**config.mk**
```make
export PLATFORM = sky130hd
export DESIGN_NAME = ysyx_22040237_lsu
export DESIGN_NICKNAME = d
export VERILOG_FILES = /design/src/rtl/ysyx_22040237_lsu_pkg.sv /design/src/rtl/ysyx_22040237_lsu_align.sv /design/src/rtl/ysyx_22040237_lsu.sv
export SDC_FILE = /design/constraint.sdc
export NUM_CORES = 1
export LEC_CHECK = 0
export ABC_AREA = 1
export BUFFER_PORTS_ARGS = -buffer_cell sky130_fd_sc_hd__buf_2
export CORE_MARGIN = 10
export CORE_UTILIZATION = 50
export DETAILED_ROUTE_END_ITERATION = 10
export PLACE_DENSITY = 0.89
export RECOVER_POWER = 50
export SYNTH_ARGS = -nofsm -noshare
export SYNTH_HDL_FRONTEND = slang
export SYNTH_SLANG_ARGS = --single-unit
```
**constraint.sdc**
```tcl
create_clock -name clk -period 2.55 [get_ports clk]
set_input_delay 0.51 -clock clk [delete_from_list [all_inputs] [get_ports clk]]
set_output_delay 0.51 -clock clk [all_outputs]
set_load 0.03 [all_outputs]
```
**src/rtl/ysyx_22040237_lsu_pkg.sv**
```systemverilog
// Shared definitions for the load/store unit: ls_info bit positions,
// access size encodings, FSM state encoding and small decode helpers.
package ysyx_22040237_lsu_pkg;

    localparam int LS_LOAD     = 0;
    localparam int LS_STORE    = 1;
    localparam int LS_SIZE_LSB = 2;
    localparam int LS_UNSIGNED = 4;

    localparam logic [1:0] SIZE_B = 2'b00;
    localparam logic [1:0] SIZE_H = 2'b01;
    localparam logic [1:0] SIZE_W = 2'b10;
    localparam logic [1:0] SIZE_D = 2'b11;

    typedef enum logic [1:0] {
        ST_IDLE   = 2'd0,
        ST_REQ    = 2'd1,
        ST_WAIT_R = 2'd2,
        ST_DONE   = 2'd3
    } lsu_state_t;

    // An access is misaligned when the byte offset is not a multiple of its size.
    function automatic logic is_misaligned(input logic [1:0] size, input logic [2:0] offset);
        case (size)
            SIZE_B:  return 1'b0;
            SIZE_H:  return offset[0];
            SIZE_W:  return |offset[1:0];
            default: return |offset;
        endcase
    endfunction

    // Byte-enable pattern for an access of the given size at lane 0.
    function automatic logic [7:0] size_mask(input logic [1:0] size);
        case (size)
            SIZE_B:  return 8'h01;
            SIZE_H:  return 8'h03;
            SIZE_W:  return 8'h0F;
            default: return 8'hFF;
        endcase
    endfunction

endpackage

```
**src/rtl/ysyx_22040237_lsu_align.sv**
```systemverilog
// Byte-lane steering for the LSU: places store data and its byte mask on
// the lanes selected by the address offset, and pulls load data back out
// of the 64-bit memory word with sign or zero extension.
module ysyx_22040237_lsu_align
    import ysyx_22040237_lsu_pkg::*;
#(
    parameter int XLEN = 64
) (
    input  logic [1:0]      st_size,
    input  logic [2:0]      st_offset,
    input  logic [63:0]     st_data,
    output logic [63:0]     st_lane_data,
    output logic [7:0]      st_lane_mask,
    input  logic [1:0]      ld_size,
    input  logic [2:0]      ld_offset,
    input  logic            ld_unsigned,
    input  logic [63:0]     ld_rdata,
    output logic [XLEN-1:0] ld_data
);

    logic [63:0] shifted;
    logic [63:0] extended;

    // Store path: shift data and size mask up to the addressed byte lane.
    always_comb begin
        st_lane_data = st_data << {st_offset, 3'b000};
        st_lane_mask = size_mask(st_size) << st_offset;
    end

    // Load path: bring the addressed bytes down to bit 0, then extend from the access size.
    always_comb begin
        shifted  = ld_rdata >> {ld_offset, 3'b000};
        extended = shifted;
        case (ld_size)
            SIZE_B:  extended = ld_unsigned ? {56'b0, shifted[7:0]}
                                            : {{56{shifted[7]}}, shifted[7:0]};
            SIZE_H:  extended = ld_unsigned ? {48'b0, shifted[15:0]}
                                            : {{48{shifted[15]}}, shifted[15:0]};
            SIZE_W:  extended = ld_unsigned ? {32'b0, shifted[31:0]}
                                            : {{32{shifted[31]}}, shifted[31:0]};
            default: extended = shifted;
        endcase
        ld_data = XLEN'(extended);
    end

endmodule

```
**src/rtl/ysyx_22040237_lsu.sv**
```systemverilog
// Load/store unit: accepts one execute-stage result at a time, performs the
// memory request/response handshake for loads and stores, and presents a
// registered writeback record until the consumer takes it.
module ysyx_22040237_lsu
    import ysyx_22040237_lsu_pkg::*;
#(
    parameter int XLEN = 64
) (
    input  logic            clk,
    input  logic            rst,
    input  logic            in_valid_i,
    output logic            in_ready_o,
    input  logic [4:0]      ls_info_i,
    input  logic [XLEN-1:0] addr_i,
    input  logic [XLEN-1:0] wdata_i,
    input  logic            rd_wr_en_i,
    input  logic [4:0]      rd_idx_i,
    output logic            mem_req_o,
    output logic            mem_we_o,
    output logic [XLEN-1:0] mem_addr_o,
    output logic [63:0]     mem_wdata_o,
    output logic [7:0]      mem_wmask_o,
    input  logic            mem_gnt_i,
    input  logic            mem_rvalid_i,
    input  logic [63:0]     mem_rdata_i,
    output logic            out_valid_o,
    input  logic            out_ready_i,
    output logic            rd_wr_en_o,
    output logic [4:0]      rd_idx_o,
    output logic [XLEN-1:0] rd_data_o,
    output logic            misalign_o
);

    lsu_state_t      state;
    lsu_state_t      state_next;
    logic            accept;
    logic            is_load;
    logic            is_store;
    logic            misaligned;
    logic            go_mem;
    logic [1:0]      in_size;
    logic            op_load;
    logic            op_unsigned;
    logic [1:0]      op_size;
    logic [2:0]      op_offset;
    logic            op_rd_wr_en;
    logic [63:0]     st_lane_data;
    logic [7:0]      st_lane_mask;
    logic [XLEN-1:0] ld_data;

    ysyx_22040237_lsu_align #(.XLEN(XLEN)) u_align (
        .st_size      (in_size),
        .st_offset    (addr_i[2:0]),
        .st_data      (64'(wdata_i)),
        .st_lane_data (st_lane_data),
        .st_lane_mask (st_lane_mask),
        .ld_size      (op_size),
        .ld_offset    (op_offset),
        .ld_unsigned  (op_unsigned),
        .ld_rdata     (mem_rdata_i),
        .ld_data      (ld_data)
    );

    // Decode the incoming op; load and store together count as a plain ALU result.
    always_comb begin
        in_ready_o = (state == ST_IDLE);
        accept     = in_valid_i && in_ready_o;
        is_load    = ls_info_i[LS_LOAD] && !ls_info_i[LS_STORE];
        is_store   = ls_info_i[LS_STORE] && !ls_info_i[LS_LOAD];
        in_size    = ls_info_i[LS_SIZE_LSB +: 2];
        misaligned = (is_load || is_store) && is_misaligned(in_size, addr_i[2:0]);
        go_mem     = (is_load || is_store) && !misaligned;
    end

    // Next-state logic: memory ops go through REQ, everything else straight to DONE.
    always_comb begin
        state_next = state;
        case (state)
            ST_IDLE:   if (accept)       state_next = go_mem ? ST_REQ : ST_DONE;
            ST_REQ:    if (mem_gnt_i)    state_next = op_load ? ST_WAIT_R : ST_DONE;
            ST_WAIT_R: if (mem_rvalid_i) state_next = ST_DONE;
            ST_DONE:   if (out_ready_i)  state_next = ST_IDLE;
            default:                     state_next = ST_IDLE;
        endcase
    end

    // State register; reset drops any in-flight operation.
    always_ff @(posedge clk) begin
        if (!rst) state <= ST_IDLE;
        else      state <= state_next;
    end

    // Datapath registers: capture the op, drive the memory request and build the writeback record.
    always_ff @(posedge clk) begin
        if (!rst) begin
            op_load     <= 1'b0;
            op_unsigned <= 1'b0;
            op_size     <= SIZE_B;
            op_offset   <= 3'b0;
            op_rd_wr_en <= 1'b0;
            mem_req_o   <= 1'b0;
            mem_we_o    <= 1'b0;
            mem_addr_o  <= '0;
            mem_wdata_o <= '0;
            mem_wmask_o <= '0;
            out_valid_o <= 1'b0;
            rd_wr_en_o  <= 1'b0;
            rd_idx_o    <= '0;
            rd_data_o   <= '0;
            misalign_o  <= 1'b0;
        end else begin
            case (state)
                ST_IDLE: begin
                    if (accept) begin
                        op_load     <= is_load;
                        op_unsigned <= ls_info_i[LS_UNSIGNED];
                        op_size     <= in_size;
                        op_offset   <= addr_i[2:0];
                        op_rd_wr_en <= rd_wr_en_i;
                        rd_idx_o    <= rd_idx_i;
                        misalign_o  <= misaligned;
                        if (go_mem) begin
                            mem_req_o   <= 1'b1;
                            mem_we_o    <= is_store;
                            mem_addr_o  <= {addr_i[XLEN-1:3], 3'b000};
                            mem_wdata_o <= is_store ? st_lane_data : 64'b0;
                            mem_wmask_o <= is_store ? st_lane_mask : 8'b0;
                        end else begin
                            out_valid_o <= 1'b1;
                            rd_wr_en_o  <= misaligned ? 1'b0 : rd_wr_en_i;
                            rd_data_o   <= misaligned ? '0 : addr_i;
                        end
                    end
                end
                ST_REQ: begin
                    if (mem_gnt_i) begin
                        mem_req_o   <= 1'b0;
                        mem_we_o    <= 1'b0;
                        mem_wmask_o <= 8'b0;
                        if (!op_load) begin
                            out_valid_o <= 1'b1;
                            rd_wr_en_o  <= 1'b0;
                            rd_data_o   <= '0;
                        end
                    end
                end
                ST_WAIT_R: begin
                    if (mem_rvalid_i) begin
                        out_valid_o <= 1'b1;
                        rd_wr_en_o  <= op_rd_wr_en;
                        rd_data_o   <= ld_data;
                    end
                end
                ST_DONE: begin
                    if (out_ready_i) out_valid_o <= 1'b0;
                end
                default: ;
            endcase
        end
    end

endmodule

```
## Word level (Yosys, flattened, before mapping)

Index checks and enable logic that the tools add are counted.

- Flip-flop bits (word level): 217
- Bits in latches: 0
- Memory bits (writable): 0
- Bits in read-only memories: 0
- Input port bits: 209
- Output and inout port bits: 211
- Logic and storage cells: 102
- Memories kept: 0

- Add/subtract/negate cells: 0
- $mul: 0
- Div/mod/pow operators: 0
- $lt $le $gt $ge: 0
- Equality and inequality tests: 14
- Shift operators: 3
- Muxes and demuxes: 47
- Bitwise operators: 0
- Reductions and logical operators: 22

Operator list:

| operator | number |
|---|---|
| $mux 64 | 10 |
| $pmux 64 s3 | 2 |
| $shl 64x6->64 | 1 |
| $shr 64x6->64 | 1 |
| $mux 8 | 4 |
| $pmux 8 s3 | 1 |
| $mux 1 | 18 |
| $pmux 8 s2 | 1 |
| $reduce_and 6->1 | 2 |
| $mux 2 | 5 |
| $ne 2x2->1 const B | 5 |
| $eq 2x2->1 const B | 4 |
| $pmux 2 s4 | 1 |
| $reduce_and 4->1 | 2 |
| $shl 8x3->8 | 1 |
| $eq 2x1->1 const B | 3 |
| $logic_not 2->1 | 3 |
| $pmux 1 s3 | 2 |
| $logic_and 1x1->1 | 5 |
| $ne 2x1->1 const B | 2 |
| $pmux 1 s2 | 2 |
| $pmux 1 s4 | 1 |
| $logic_not 1->1 | 3 |
| $reduce_and 3->1 | 1 |
| other kinds (6) | 6 |

## Depth between registers and ports, before layout

- Word-level depth: 9
- Mapped depth: 13

## Hierarchy

Synthesis repeated with hierarchy kept, for this count alone.

- Cell total of the unflattened synthesis: 2226
- Area, all modules: 13417.9 um2

Modules (own cells, without submodules):

| module | instances | cells each | area an instance (um2) | seq. area each (um2) |
|---|---|---|---|---|
| ysyx_22040237_lsu | 1 | 1365 | 9410.3 | 4344.2 |
| ysyx_22040237_lsu_align | 1 | 861 | 4007.6 | 0.0 |

## Least setup slack after synthesis

Ideal clock, no wire load.

- Path kind: reg2reg
- Start: register state[0]
- End: register mem_addr_o[28]
- Arrival time: 1.920 ns
- Setup slack: 0.511 ns
- Stages on the path, launching flop included: 10
- Cells stage by stage: dfxtp_1 inv_1 ha_1 nand2_1 inv_1 nand4_2 buf_4 buf_2 o21ai_0 a21oi_1

- Cells in the longest elaborated chain, start to end: 3

RTL lines:

| what | RTL line | text |
|---|---|---|
| from (decl) | ysyx_22040237_lsu.sv:34 | `lsu_state_t state;` |
| from (signal assigned) | ysyx_22040237_lsu.sv:90 | `else state <= state_next;` |
| $logic_not 2->1 * | ysyx_22040237_lsu.sv:66 | `in_ready_o = (state == ST_IDLE);` |
| via in_ready_o | ysyx_22040237_lsu.sv:12 | `output logic in_ready_o,` |
| $logic_and 1x1->1 | ysyx_22040237_lsu.sv:67 | `accept = in_valid_i && in_ready_o;` |
| $reduce_and 3->1 (no source line) * | - |  |
| to (signal assigned) | ysyx_22040237_lsu.sv:125 | `mem_addr_o <= {addr_i[XLEN-1:3], 3'b000};` |
| to (decl) | ysyx_22040237_lsu.sv:20 | `output logic [XLEN-1:0] mem_addr_o,` |

The timed path passes the listed nets; every way through them passes the cells marked *.
A chain may end at the register's enable or synchronous reset.

## Final worst setup path

- Start: register state[0]
- End: register rd_data_o[63]

- Cells in the longest elaborated chain, start to end: 4

RTL lines:

| what | RTL line | text |
|---|---|---|
| $logic_not 2->1 | ysyx_22040237_lsu.sv:66, ysyx_22040237_lsu.sv:112 |  |
| $logic_and 1x1->1 | ysyx_22040237_lsu.sv:67 |  |
| $ne 2x1->1 (no source line) | - |  |
| $reduce_and 6->1 (no source line) | - |  |
| to (signal assigned) | ysyx_22040237_lsu.sv:131 | `rd_data_o <= misaligned ? '0 : addr_i;` |
| to (signal assigned) | ysyx_22040237_lsu.sv:151 | `rd_data_o <= ld_data;` |
| to (decl) | ysyx_22040237_lsu.sv:30 | `output logic [XLEN-1:0] rd_data_o,` |

Several ways; a longest one is shown, not always the timed one.

==> results.txt <==
- Post-layout min period: 2.32 ns
- The worst-case IR drop observed on VDD is 0.000798 V.
* Die Height: 182 µm
- STA puts the critical path data required time at around 3.0 ns.
- After the last flow step, the layout net total stands at 2700.
* Proportion of synthesized chip area in sequential cells: 32.9%
- Number of global-route vias before repair: 14.4k
- The final route contains 15.5k vias.
- Post-DP Area: 15300 µm²
- Top routing layer in use: met5
* Fraction of synthesized cell area in xor and xnor cells: 0%
- STA classifies the critical path endpoint as a register.
* Antenna Violating Nets Remaining: 0
* Clock root cell: sky130_fd_sc_hd__clkbuf_16
- Across the run, the number of max-cap violations was 0.
* Routed length on met2: 23900 µm
- Unrepaired setup endpoints after global routing: no
- For the pin with the worst max-slew slack, the measured transition is 0.803 ns.
* Worst Setup Start Kind: register
- Outcome: finished clean
* Post-CTS Hold Fix Bufs: 0
- Dominant combinational cell family by area after synthesis: simple AND/OR/NAND/NOR gates
* Aggregate negative setup slack: 0 ns
- Arrival time at the worst endpoint: between 2 and 3 ns
- TritonCTS clock tree: yes
* Top cells by area, synth: sky130_fd_sc_hd__dfxtp_1 33%, sky130_fd_sc_hd__nand2_1 17%, sky130_fd_sc_hd__a21oi_1 9.0%
* Main flop type after synthesis: sky130_fd_sc_hd__dfxtp_1
- Initial antenna violation count: 12
* Number of hold violations in the final report: 0
- Overall global routing resource usage: between 20% and 30%
- Number of warnings issued by yosys: 0
- Global-route wire length before repair: 79200 µm
* Area fraction in and, or, nand and nor cells after synthesis: 29.5%
* DRT Pass-1 Iters: 7
- Register clock-pin slew on the reported worst setup and hold paths: ~0.06 ns
- Once detailed placement completed, the half-perimeter wirelength came to 39300 µm.
- Width of the die: 182 µm
- Fraction of final layout cells with drive strength greater than 1: approximately 14%
- Worst hold path class: in2reg
- Buffers placed on the I/O ports in this run total 416.
- Derived from the worst setup path, the maximum achievable clock frequency is roughly 0.43 GHz.
- Fraction of the mapped netlist area in compound gates: 23.2%
- The setup path with the least slack is of type reg2reg.
- Synthesis instantiated 39 different standard cells from the library.
- Headroom to the max-slew limit came out at 46.5%.
- Maximum number of pins on one net before global-route repair: 127
- Average cell area after synthesis: 6.07 µm²
* Die area: 33300 µm²
- Layout Skew: 0.00818 ns
- In this run the cell area of the synthesized design comes to 13200 µm².
* Initial detailed-routing violation count: 1869
- Leakage component of the power: roughly 7 nW
- After clock tree synthesis, the repair step resized 0 gates.
* Drt via density: 5.46
* Share of synthesized area spent on multiplexers: 0%
- The number of slew-limit violations in the final report was 0.
* CORE AREA: 26000 µm²
* Post-route clock period utilization: 91.0%
- The clock net in this run drives a total of about 220 sinks.
* Row Count: 59
* Post CTS Setup Buffer Count: 0
- The synthesized design devotes to its leading area cell type 32.9% of total area.
* Gate Count Post-Synth: 2174
* Post-Synth Adder-Cell Area: 0.664%
* Top cell type by total area after synthesis: sky130_fd_sc_hd__dfxtp_1
- After detailed routing, the wire length on met1 is 20000 µm.
* Maximum fanout along the worst path: 48
* Cell with the most instances after synthesis: sky130_fd_sc_hd__nand2_1
- Summed over all nets, wire length on met3 after detailed routing comes to between 5000 and 6000 µm.
* Remaining DRCs: 0
- Total power divided by cell area: around 1100 nW/µm²
- Last weighted congestion value of the routability-driven placer: 1.06
- Max clock buf depth: 3
- Compared with the post-synthesis result, the final layout area differs by 20.0%.
- In the synthesized netlist the async set-or-reset flop fraction comes to 0%.
* Synth Register Bits: 217
* Final setup fails: 0
- Total global routing overflow: 0
- Initial core utilization: 50.8%
- Worst-skew pair later-pin latency: approximately 0.53 ns
- Top-level I/O count: 420
- Commonest cells post-synth: 597 x sky130_fd_sc_hd__nand2_1, 236 x sky130_fd_sc_hd__a21oi_1, 234 x sky130_fd_sc_hd__inv_1
* Number of filler instances in the final layout: 2585
* Final non-filler cell area: 15800 µm²
* Wire length per cell: 18.2 µm
- Summed over all layers, the routed wires come to 51800 µm.
- In this run the number of H-tree levels came out at 1.
* Clock buffer count from CTS: 24
* Count of flip-flops with a built-in enable after synthesis: 0
## layout by cell type, fill, tap and decap left out, types with 8 or more instances in the layout
cell type and instances:
sky130_fd_sc_hd__buf_12 11, sky130_fd_sc_hd__nand3_1 118, sky130_fd_sc_hd__buf_2 212, sky130_fd_sc_hd__o21ai_0 218, sky130_fd_sc_hd__o211ai_1 21, sky130_fd_sc_hd__or2_2 31, sky130_fd_sc_hd__clkbuf_1 211, sky130_fd_sc_hd__dfxtp_1 214
sky130_fd_sc_hd__o21ai_1 61, sky130_fd_sc_hd__diode_2 10, sky130_fd_sc_hd__buf_4 26, sky130_fd_sc_hd__nor2_1 174, sky130_fd_sc_hd__o22ai_1 31, sky130_fd_sc_hd__o21a_1 8, sky130_fd_sc_hd__nand2_1 597, sky130_fd_sc_hd__inv_2 13
sky130_fd_sc_hd__clkbuf_16 25, sky130_fd_sc_hd__inv_1 233, sky130_fd_sc_hd__a21oi_1 236
## worst max-delay path: stages (launching register included)
cell and delay, ns:
sky130_fd_sc_hd__dfxtp_1 0.44, sky130_fd_sc_hd__inv_1 0.12, sky130_fd_sc_hd__ha_1 0.33, sky130_fd_sc_hd__inv_1 0.11
sky130_fd_sc_hd__o22ai_1 0.12, sky130_fd_sc_hd__nor3_2 0.27, sky130_fd_sc_hd__nand3_4 0.26, sky130_fd_sc_hd__buf_12 0.25
sky130_fd_sc_hd__nor2_1 0.20, sky130_fd_sc_hd__a21oi_1 0.10
## cells by family (layout without fill, tap and decap cells)
logic type	Yosys count	in the layout
DFF	217	217
buffers and inverters	420	741
adders and majority gates	7	7
other	1	13
and+or+nand+nor	945	945
AOI/OAI and AO/OA	584	584
## per-layer routing
layer	vias up	global-route usage, %
met2	855	47.3
li1	7590	-
met4	4	13.7
met3	154	8.03
met1	6919	34.8
met5	-	0
## path summary, 6_finish.rpt
check,startpoint,endpoint,slack [ns],cells after the start
worst max-delay path,state[0],rd_data_o[63],0.23,9
worst min-delay path,rd_idx_i[3],rd_idx_o[3],0.23,3
worst max register to register,state[0],rd_data_o[63],0.23,9
worst min register to register,mem_addr_o[36],mem_addr_o[36],0.44,2
## report_power, final
group / total [mW] / internal [mW] / switching, mW
Combinational: 8.37 / 2.30 / 6.07
Clock: 3.61 / 2.18 / 1.43
Sequential: 4.67 / 4.16 / 0.505
## through the flow
| step | power [mW] | std cells | setup slack, ns | hold WS, ns | util, % |
|---|---|---|---|---|---|
| floorplan | 10.9 | 2176 | 0.511 | 0.425 | - |
| global placement | 13.0 | 2793 | 0.337 | 0.429 | 58.8 |
| detailed placement | 13.1 | 2793 | 0.294 | 0.433 | 58.8 |
| CTS | 16.8 | 2832 | 0.270 | 0.225 | 61.8 |
| global route | 17.8 | 2841 | 0.0508 | 0.258 | 60.9 |
| finish | 16.7 | 2842 | 0.229 | 0.231 | 60.9 |
## flip-flops by register name, summed over array words and instances, names as in the netlist
register,count
mem_addr_o,61
mem_req_o,1
mem_wdata_o,64
mem_we_o,1
mem_wmask_o,8
misalign_o,1
op_load,1
op_offset,3
op_rd_wr_en,1
op_size,2
op_unsigned,1
out_valid_o,1
rd_data_o,64
rd_idx_o,5
rd_wr_en_o,1
state,2
## layout make-up
| type | instances | area [µm²] | share of cell area [%] |
|---|---|---|---|
| inverter | 249 | 940 | 5.93 |
| clock buffer | 32 | 652 | 4.12 |
| antenna | 10 | 25.0 | 0.158 |
| sequential | 217 | 4350 | 27.5 |
| multi-input combinational | 1539 | 7070 | 44.6 |
| clock inverter | 7 | 139 | 0.877 |
| tap | 335 | 419 | 2.65 |
| timing repair buffer | 453 | 2240 | 14.2 |
(Power assumes the default switching activity.)
